$ cat src/rtl/cga_composite_encoder.sv
`default_nettype none
// ============================================================================
//  Module      : cga_composite_encoder
//  Description : NTSC composite encoder for the CGA video path. Takes IRGB
//                pixels and CRTC hsync/vsync, regenerates horizontal and
//                vertical sync, adds colour burst, and produces a registered
//                DAC-width composite sample plus a 1-bit first-order
//                sigma-delta rendition of that sample.
//  Ports       : clk         master clock, 2**PHASE_BITS x 3.579545 MHz
//                reset       asynchronous, active-high
//                pix_en      14.318 MHz pixel strobe, one clk wide
//                video       IRGB pixel {I,R,G,B}
//                hsync       CRTC horizontal sync, active high
//                vsync       CRTC vertical sync, active high
//                bw_mode     1 = colour killed (no chroma, no burst)
//                hsync_out   regenerated horizontal sync, active high
//                vsync_out   regenerated vertical sync, active high
//                csync_out   composite sync, active low
//                comp_video  composite sample, OUT_W bits, registered
//                pdm_out     sigma-delta bitstream of comp_video
//  Revision    : 1.0  initial release
// ============================================================================
module cga_composite_encoder #(
    parameter int PHASE_BITS  = 3,
    parameter int OUT_W       = 7,
    parameter int HS_START    = 2,
    parameter int HS_END      = 6,
    parameter int BURST_START = 7,
    parameter int BURST_LEN   = 2,
    parameter int HS_MAX      = 11,
    parameter int VS_LINES    = 3
) (
    input  logic             clk,
    input  logic             reset,
    input  logic             pix_en,
    input  logic [3:0]       video,
    input  logic             hsync,
    input  logic             vsync,
    input  logic             bw_mode,
    output logic             hsync_out,
    output logic             vsync_out,
    output logic             csync_out,
    output logic [OUT_W-1:0] comp_video,
    output logic             pdm_out
);

    // Pixel-count comparisons are done one bit wider than the 4-bit counter
    // so that window ends such as BURST_START+BURST_LEN cannot wrap.
    localparam logic [4:0] c_HS_START    = 5'(HS_START);
    localparam logic [4:0] c_HS_END      = 5'(HS_END);
    localparam logic [4:0] c_BURST_START = 5'(BURST_START);
    localparam logic [4:0] c_BURST_END   = 5'(BURST_START + BURST_LEN);
    localparam logic [3:0] c_HS_MAX      = 4'(HS_MAX);
    localparam logic [4:0] c_VS_LINES    = 5'(VS_LINES);
    localparam int         c_SHIFT       = OUT_W - 7;
    localparam int         c_OCT_SH      = PHASE_BITS - 3;

    // Subcarrier phase offsets of each hue, in eighths of a period.
    localparam logic [2:0] c_OFF_YELLOW  = 3'd0;
    localparam logic [2:0] c_OFF_RED     = 3'd2;
    localparam logic [2:0] c_OFF_MAGENTA = 3'd3;
    localparam logic [2:0] c_OFF_BLUE    = 3'd4;
    localparam logic [2:0] c_OFF_CYAN    = 3'd6;
    localparam logic [2:0] c_OFF_GREEN   = 3'd7;

    logic [3:0]            r_vid;
    logic                  r_hs_q;
    logic                  r_vs_q;
    logic [3:0]            r_hcnt;
    logic [3:0]            r_vcnt;
    logic [PHASE_BITS-1:0] r_ph;
    logic [OUT_W-1:0]      r_comp;
    logic [OUT_W:0]        r_acc;
    logic                  r_pdm;

    logic [3:0]            w_hcnt_next;
    logic [3:0]            w_vcnt_next;
    logic                  w_line_tick;
    logic                  w_hs;
    logic                  w_vs;
    logic                  w_cs;
    logic                  w_burst;
    logic [2:0]            w_sel;
    logic                  w_chroma;
    logic [6:0]            w_luma;
    logic [6:0]            w_level;
    logic [OUT_W-1:0]      w_level_out;
    logic [OUT_W:0]        w_pdm_sum;

    // A colour is lit for the half period that starts at its phase offset.
    // The subtraction wraps modulo 2**PHASE_BITS, so the MSB of the
    // difference tells which half of the period we are in.
    function automatic logic colour_on(input logic [PHASE_BITS-1:0] ph,
                                       input logic [2:0]            eighths);
        logic [PHASE_BITS-1:0] d;
        d = ph - (PHASE_BITS'(eighths) << c_OCT_SH);
        return ~d[PHASE_BITS-1];
    endfunction

    // ------------------------------------------------------------------
    // Horizontal / vertical counters
    // ------------------------------------------------------------------
    // A low registered hsync holds the counter at zero, which also handles
    // an hsync that ends early: the count restarts at the next strobe.
    assign w_hcnt_next = (!r_hs_q || r_hcnt == c_HS_MAX) ? 4'd0 : r_hcnt + 4'd1;

    // One tick per line, at the step onto HS_START.
    assign w_line_tick = (({1'b0, r_hcnt} + 5'd1) == c_HS_START) &&
                         ({1'b0, w_hcnt_next} == c_HS_START);

    always_comb begin
        w_vcnt_next = r_vcnt;
        if (!r_vs_q) begin
            w_vcnt_next = 4'd0;
        end else if (w_line_tick && r_vcnt != 4'hF) begin
            w_vcnt_next = r_vcnt + 4'd1;
        end
    end

    always_ff @(posedge clk or posedge reset) begin
        if (reset) begin
            r_vid  <= 4'd0;
            r_hs_q <= 1'b0;
            r_vs_q <= 1'b0;
            r_hcnt <= 4'd0;
            r_vcnt <= 4'd0;
        end else if (pix_en) begin
            r_vid  <= video;
            r_hs_q <= hsync;
            r_vs_q <= vsync;
            r_hcnt <= w_hcnt_next;
            r_vcnt <= w_vcnt_next;
        end
    end

    assign w_hs = ({1'b0, r_hcnt} >= c_HS_START) && ({1'b0, r_hcnt} < c_HS_END);
    assign w_vs = (r_vcnt != 4'd0) && ({1'b0, r_vcnt} <= c_VS_LINES);
    assign w_cs = ~(w_hs ^ w_vs);

    assign w_burst = ~bw_mode & ~r_vs_q &
                     ({1'b0, r_hcnt} >= c_BURST_START) &&
                     ({1'b0, r_hcnt} < c_BURST_END);

    // ------------------------------------------------------------------
    // Subcarrier phase and chroma
    // ------------------------------------------------------------------
    always_ff @(posedge clk or posedge reset) begin
        if (reset) begin
            r_ph <= '0;
        end else begin
            r_ph <= r_ph + PHASE_BITS'(1);
        end
    end

    // Burst flips R and G, turning black into yellow for the reference hue.
    assign w_sel = {r_vid[2] ^ w_burst, r_vid[1] ^ w_burst, r_vid[0]};

    always_comb begin
        w_chroma = 1'b0;
        if (bw_mode) begin
            w_chroma = |r_vid[2:0];
        end else begin
            case (w_sel)
                3'd0:    w_chroma = 1'b0;
                3'd1:    w_chroma = colour_on(r_ph, c_OFF_BLUE);
                3'd2:    w_chroma = colour_on(r_ph, c_OFF_GREEN);
                3'd3:    w_chroma = colour_on(r_ph, c_OFF_CYAN);
                3'd4:    w_chroma = colour_on(r_ph, c_OFF_RED);
                3'd5:    w_chroma = colour_on(r_ph, c_OFF_MAGENTA);
                3'd6:    w_chroma = colour_on(r_ph, c_OFF_YELLOW);
                default: w_chroma = 1'b1;
            endcase
        end
    end

    // ------------------------------------------------------------------
    // Luma and composite level
    // ------------------------------------------------------------------
    always_comb begin
        w_luma = 7'd29;
        case (r_vid[2:0])
            3'd0:    w_luma = 7'd29;
            3'd1:    w_luma = 7'd36;
            3'd2:    w_luma = 7'd49;
            3'd3:    w_luma = 7'd56;
            3'd4:    w_luma = 7'd39;
            3'd5:    w_luma = 7'd46;
            3'd6:    w_luma = 7'd60;
            default: w_luma = 7'd68;
        endcase
    end

    // Worst case 68+31+28 = 127, so the 7-bit sum never overflows.
    assign w_level     = w_luma + (r_vid[3] ? 7'd31 : 7'd0) + (w_chroma ? 7'd28 : 7'd0);
    assign w_level_out = OUT_W'(w_level) << c_SHIFT;

    always_ff @(posedge clk or posedge reset) begin
        if (reset) begin
            r_comp <= '0;
        end else begin
            r_comp <= w_cs ? w_level_out : '0;
        end
    end

    // ------------------------------------------------------------------
    // First-order sigma-delta: the carry out of the accumulator is the
    // output bit, so its mean density equals comp_video / 2**OUT_W.
    // ------------------------------------------------------------------
    assign w_pdm_sum = {1'b0, r_acc[OUT_W-1:0]} + {1'b0, r_comp};

    always_ff @(posedge clk or posedge reset) begin
        if (reset) begin
            r_acc <= '0;
            r_pdm <= 1'b0;
        end else begin
            r_acc <= w_pdm_sum;
            r_pdm <= r_acc[OUT_W];
        end
    end

    assign hsync_out  = w_hs;
    assign vsync_out  = w_vs;
    assign csync_out  = w_cs;
    assign comp_video = r_comp;
    assign pdm_out    = r_pdm;

endmodule
`default_nettype wire

$ cat config.mk
export PLATFORM = sky130hd
export DESIGN_NAME = cga_composite_encoder
export DESIGN_NICKNAME = d
export VERILOG_FILES = /design/src/rtl/cga_composite_encoder.sv
export SDC_FILE = /design/constraint.sdc
export NUM_CORES = 1
export LEC_CHECK = 0
export ABC_AREA = 0
export ABC_CLOCK_PERIOD_IN_PS = 3250
export CORE_ASPECT_RATIO = 1.75
export CORE_MARGIN = 1
export CORE_UTILIZATION = 50
export DETAILED_ROUTE_END_ITERATION = 6
export PLACE_DENSITY_LB_ADDON = 0.05
export SLEW_MARGIN = 5
export SYNTH_ARGS = -nofsm -noshare
export SYNTH_HDL_FRONTEND = slang
export SYNTH_SLANG_ARGS = --single-unit
export TNS_END_PERCENT = 30
$ cat constraint.sdc
create_clock -name clk -period 3.25 [get_ports clk]
set_input_delay 0.975 -clock clk [delete_from_list [all_inputs] [get_ports clk]]
set_output_delay 0.975 -clock clk [all_outputs]
set_load 0.05 [all_outputs]
# Word level (Yosys, flattened, before mapping)
# Cells that the tools add are included.
dict set report totals {
  reg_bits 33
  inputBits 10
  output_inout_bits 11
}
dict set report op_classes {
  addsub 12
  magnitude_cmp 5
  n_eq_ne 17
  mux 9
  bitwise 14
  n_reduce_logical 12
}
# cell count
set ops {}
lappend ops {{$pmux 7 s7} 1}
lappend ops {{$eq 3x3->1 const B} 6}
lappend ops {{$add 7x5->7} 2}
lappend ops {{$eq 3x2->1 const B} 4}
lappend ops {{$mux 4} 3}
lappend ops {{$mux 5} 2}
lappend ops {{$not 1->1} 9}
lappend ops {{$sub 3x3->3 const B} 3}
lappend ops {{$add 4x1->4 const B} 2}
lappend ops {{$add 7x7->8} 1}
lappend ops {{$mux 7} 1}
lappend ops {{$pmux 1 s7} 1}
lappend ops {{$eq 3x1->1 const B} 2}
lappend ops {{$logic_not 3->1} 2}
lappend ops {{$sub 3x2->3 const B} 2}
lappend ops {{$add 4x1->5 const B} 1}
lappend ops {{$eq 5x2->1 const B} 1}
lappend ops {{$logic_and 1x1->1} 5}
lappend ops {{$eq 4x2->1 const B} 1}
lappend ops {{$eq 4x4->1 const B} 1}
lappend ops {{$ge 4x2->1 const B} 1}
lappend ops {{$ge 4x3->1 const B} 1}
lappend ops {{$le 4x2->1 const B} 1}
lappend ops {{$lt 4x3->1 const B} 1}
lappend ops {{12 further kinds} 15}

# Depth between registers and ports, before layout
dict set report logic_depth {
  word_depth 11
  ltp_mapped 15
  depth_no_buf 15
}

# Worst setup path after synthesis
# OpenSTA, ideal clock, no wires.
dict set report synth_path {
  path_kind {input to register}
  startpoint {input bw_mode}
  endpoint {register r_comp[6] (netlist: comp_video[6])}
  arrival_ns 3.397
  required_ns 3.124
  setup_slack_ns -0.273
  path_stages 12
  n_path_buf 0
  cell_sequence {a211oi_2 > nor4b_1 > a311oi_1 > a22o_1 > fa_1 > inv_1 > ha_1 > a21o_1 > a21oi_1 > o21bai_1 > a211o_1 > o311a_1}
}
dict set report synth_between {
  elab_chain_cells 11
  word_cells_on_any_way 18
  classes_between {1 x add/sub; 6 x eq/ne; 4 x mux; 5 x bitwise; 2 x reduce/logical}
}
# element line_no
set synth_lines {}
lappend synth_lines {{start, declared} 39} ;# input logic bw_mode,
lappend synth_lines {{$not 1->1} 140} ;# assign w_burst = ~bw_mode & ~r_vs_q &
lappend synth_lines {{$and 1x1->1 (2 in a row)} 140}
lappend synth_lines {{$logic_and 1x1->1} 141} ;# ({1'b0, r_hcnt} >= c_BURST_START) &&
lappend synth_lines {{$xor 1x1->1} 156} ;# assign w_sel = {r_vid[2] ^ w_burst, r_vid[1] ^ w_burst, r_vid[0]};
lappend synth_lines {{$eq 3x3->1 (tied with other cells)} 163} ;# case (w_sel)
lappend synth_lines {{$pmux 1 s7} 163}
lappend synth_lines {{$mux 1 *} 160} ;# if (bw_mode) begin
lappend synth_lines {{$mux 5 *} 194} ;# assign w_level = w_luma + (r_vid[3] ? 7'd31 : 7'd0) + (w_chroma ? 7'd28 : 7'd0);
lappend synth_lines {{$add 7x5->7 *} 194}
lappend synth_lines {{$mux 7 *} 201} ;# r_comp <= w_cs ? w_level_out : '0;
lappend synth_lines {{end signal, assigned} 201}
lappend synth_lines {{end, declared} 72} ;# logic [OUT_W-1:0] r_comp;
# Every way passes the cells marked *; elsewhere a longest branch is shown, timed or not.
# A chain may end at the register's enable or synchronous reset.

# Worst setup path in the final report
dict set report layout_path {
  startpoint {register r_hcnt[0]}
  endpoint {register r_vcnt[0]}
}
dict set report layout_between {
  elab_chain_cells 8
  word_cells_on_any_way 11
  classes_between {2 x add/sub; 4 x eq/ne; 1 x mux; 4 x reduce/logical}
}
# element line_no
set layout_lines {}
lappend layout_lines {{start, declared} 69} ;# logic [3:0] r_hcnt;
lappend layout_lines {{start signal, assigned} 131} ;# r_hcnt <= w_hcnt_next;
lappend layout_lines {{parallel branches: the longest is 4 deep, another holds $add 4x1->4} --}
lappend layout_lines {{$logic_and 1x1->1 *} 108} ;# assign w_line_tick = (({1'b0, r_hcnt} + 5'd1) == c_HS_START) &&
lappend layout_lines {{$logic_and 1x1->1 *} 115} ;# end else if (w_line_tick && r_vcnt != 4'hF) begin
lappend layout_lines {{$ne 2x1->1 (no source line) *} --}
lappend layout_lines {{$reduce_and 2->1 (no source line) *} --}
lappend layout_lines {{end signal, assigned} 132} ;# r_vcnt <= w_vcnt_next;
lappend layout_lines {{end, declared} 70} ;# logic [3:0] r_vcnt;
# Mark *: on every way between the ends.

==> results by group <==
Status
  – Outcome: complete, but fails checks
  – Failing checks: negative setup slack

Worst setup path
  – R2R cell count: 19
  – CP bufs+invs: 13
  – CP max stage cell: dfrtp_1
  – Critical Path Most Common Cell: buf_4
  – CP Launch Type: flop
  – Top delay family on crit path: buffers and inverters
  – Critical-path maximum fanout: 3
  – Worst Path Required: 3.42 ns
  – WP data arrival: 3.49 ns
  – Worst r2r src: r_hcnt[0]
  – CP max stage delay: 0.39 ns
  – Critical path cell sequence: ha_2 -> nand3b_1 -> buf_4 -> buf_4 -> buf_4 -> buf_4 -> buf_4 -> buf_4 -> buf_4 -> buf_4 -> buf_4 -> buf_4 -> buf_4 -> buf_4 -> buf_4 -> a211o_1 -> o21ai_2 -> nand2_1 -> mux2_4
  – WS Path Type: reg -> reg
  – FF-to-FF End: r_vcnt[0]
  – R2r setup slk: -0.07 ns
  – Setup crit end kind: flop

Logic synthesis
  – Synth Area in Compound Gates: 0.161
  – Register bit total from synthesis: 33
  – Post-synthesis simple-gate area fraction: 0.139
  – Mapped Area: 2160 sq um
  – Synth Instances: around 230
  – Multiplexer share of the synthesized area: 0.0203
  – Largest family of logic cells by synthesized area: adder cells
  – Number of synthesized flops with an enable pin: 0
  – Sequential area share after synthesis: 0.383
  – Syn_area_per_cell: 9.54 sq um
  – Syn Nets: roughly 260
  – Synth warn: 0
  – Synth Area in Adders: 0.177
  – Ys async rst share: 1.00
  – XOR/XNOR Fraction of Synth Area: 0.0447
  – Main flop type after synthesis: dfrtp_1
  – Post-synth top area share: 0.383
  – Area contributors post-synth: dfrtp_1 (38%), ha_1 (12%), inv_1 (5.7%)
  – Synth cell types: 51
  – Synth area leader: dfrtp_1

Routing
  – Vias: ~1900
  – Post-Route WL: 5.09 mm
  – DRC: 0
  – Routed Antenna Nets: 0
  – Mean routed wirelength per cell: 15.0 microns
  – Number of vias per cell: between 5 and 6
  – Initial drt markers: 23
  – DRT Pass-1 Iters: 4

Hold path
  – Hold Startpoint: r_acc[7]
  – Worst min-delay path endpoint: pdm_out
  – Hold WC Path Type: reg -> reg
  – Worst hold path depth: 0

STA
  – Fin crit share: 1.02
  – Post-Route Setup TNS: -0.204 ns
  – Final Max Slew Viols: 0
  – Fmax: between 0.3 and 0.4 GHz
  – Hold Vio Cnt, Final: 0
  – Minimum clock period after layout: 3.32 ns
  – Unrepaired setup endpoints after global routing: yes
  – Maximum clock skew at final layout: between 0.004 and 0.005 ns
  – Final setup fails: 4
  – Setup WS post-layout: -0.0702 ns
  – Max transition margin: 0.541
  – Worst slew pin tran: 0.687 ns
  – Fin Hold WS: 0.355 ns

Cells and area
  – Commonest non-fill, non-tap cell in the layout: buf_4
  – Share of cells above drive strength 1: 0.272
  – Final Util: 0.699
  – Layout Cells excl Fill: 339
  – Nets: 326
  – Final instance area: 2900 sq um
  – # fillers: 323
  – Most frequent cells in the layout: buf_4 (44), dfrtp_1 (33), inv_1 (29)
  – Antenna fix cells: 0
  – Layout area overhead: 34.6%

Place
  – Dpl cell area: 2610 sq um
  – Post-Place Cells: 314
  – Detailed placement HPWL: 3.57 mm
  – Port Buffer Count: 20
  – Setup WS pre-CTS: -0.835 ns
  – Routability cong.: approximately 0.83

Global routing
  – Largest net degree at the start of global routing: 34
  – GR Overflow Total: 0
  – GRT Total Usage: 0.243
  – First-pass GRT wire length: 8.22 mm
  – Initial antenna violation count: 0
  – Vias in the first global route: 1924

Floorplan
  – I/O pin count: 21
  – Chip width: 51.7 microns
  – Initial Util: 0.520
  – Die footprint: 4590 sq um
  – Core area: 4150 sq um
  – Row count: 31
  – Die Y: 88.9 microns

Pwr
  – P_leak: 1.40 nW
  – Overall Power: 2.26 mW
  – Power per cell area: about 780 nW/um^2
  – VDD IR max: 460 uV

Clock tree
  – CTS HTree Levels: 2
  – Clock slew at reported path FFs: 0.07 ns
  – Worst-Skew Late Latency: 0.28 ns
  – Clk root buf: clkbuf_8
  – # clock sinks: 33
  – CTS buffer count: 5
  – CTS Hold Buffers Added: 0
  – CTS tree: yes
  – Clock Tree Buf Depth: 2

Run
  – Max Cap Viol: 0
==> registers in the layout, indices dropped and copies added, names as in the netlist <==
signal	flops
r_acc	8
comp_video	7
r_hcnt	4
r_vcnt	4
r_vid	4
r_ph	3
pdm_out	1
r_hs_q	1
r_vs_q	1
==> cell families after synthesis <==
group,count (synthesis)
simple gates,57
compound gates,53
buf+inv,41
flops,33
fa+ha+maj,27
xor+xnor,11
mux,4
==> metal layers <==
metal | vias to the layer above | GRT usage | share of wire
met3 | 14 | 0.0442 | 0.028
met5 | - | 0 | 0
met2 | 49 | 0.488 | 0.59
li1 | 901 | - | -
met1 | 913 | 0.228 | 0.35
met4 | 0 | 0.106 | 0.024
==> worst max path at each step <==
stage	start	cells after the start	slack (ns)	endpoint
2_1_floorplan	bw_mode	12	-0.17	comp_video[6]
4_1_cts	r_ph[1]	15	0.007	comp_video[6]
3_3_place_gp	bw_mode	13	-0.70	comp_video[6]
6_report	r_hcnt[0]	19	-0.07	r_vcnt[0]
3_5_place_dp	bw_mode	13	-0.84	comp_video[6]
5_1_grt	r_hcnt[1]	19	-0.18	r_vcnt[2]
==> timing repair <==
| item | 4_1_cts | 5_1_grt |
|---|---|---|
| pin swaps | 21 | 5 |
| setup endpoints to repair | 5 | 6 |
| endpoints found under the hold margin | 0 | 0 |
| resized for setup | 20 | 4 |
| setup buffers | 16 | 1 |
==> worst register-to-register path, cell delays in order (launching register included) <==
cell      delay, ns
dfrtp_1        0.39
ha_2           0.22
nand3b_1       0.14
buf_4          0.17
buf_4          0.12
buf_4          0.12
buf_4          0.12
buf_4          0.12
buf_4          0.12
buf_4          0.12
buf_4          0.12
buf_4          0.12
buf_4          0.12
buf_4          0.12
buf_4          0.13
buf_4          0.12
a211o_1        0.28
o21ai_2        0.14
nand2_1        0.09
mux2_4         0.31
==> power by group <==
part	total [mW]	internal, mW	switching [mW]
Combinational	1.34	0.586	0.755
Clock	0.294	0.148	0.146
Sequential	0.622	0.542	0.0793
Total	2.26	1.28	0.980
==> final cells by class <==
class | instances | area, sq um | share of cell area
clock buffer | 6 | 72.6 | 0.0250
clock inverter | 2 | 10.0 | 0.00345
inverter | 33 | 124 | 0.0427
multi-input combinational | 152 | 1270 | 0.438
sequential | 33 | 826 | 0.284
tap | 49 | 61.3 | 0.0211
timing repair buffer | 64 | 538 | 0.185
==> Yosys cell counts (2+ instances only) <==
| cell type | count |
|---|---|
| o21bai_1 | 2 |
| nand2_1 | 12 |
| buf_2 | 3 |
| nand3b_1 | 2 |
| o31ai_1 | 3 |
| o21ai_1 | 4 |
| o22ai_1 | 2 |
| inv_1 | 33 |
| a211o_1 | 2 |
| ha_1 | 21 |
| xor2_1 | 2 |
| xnor2_1 | 9 |
| a21o_1 | 2 |
| nand3_1 | 6 |
| a22o_1 | 2 |
| o21ai_0 | 11 |
| dfrtp_1 | 33 |
| nor3_1 | 4 |
| mux2_2 | 3 |
| nor2b_1 | 2 |
| nand4_1 | 2 |
| clkbuf_1 | 4 |
| a21oi_1 | 12 |
| and2_1 | 3 |
| nand2b_1 | 2 |
| fa_1 | 6 |
| nor2_1 | 14 |
| o21a_1 | 2 |
Note: power is estimated with default switching activity, not from simulation.
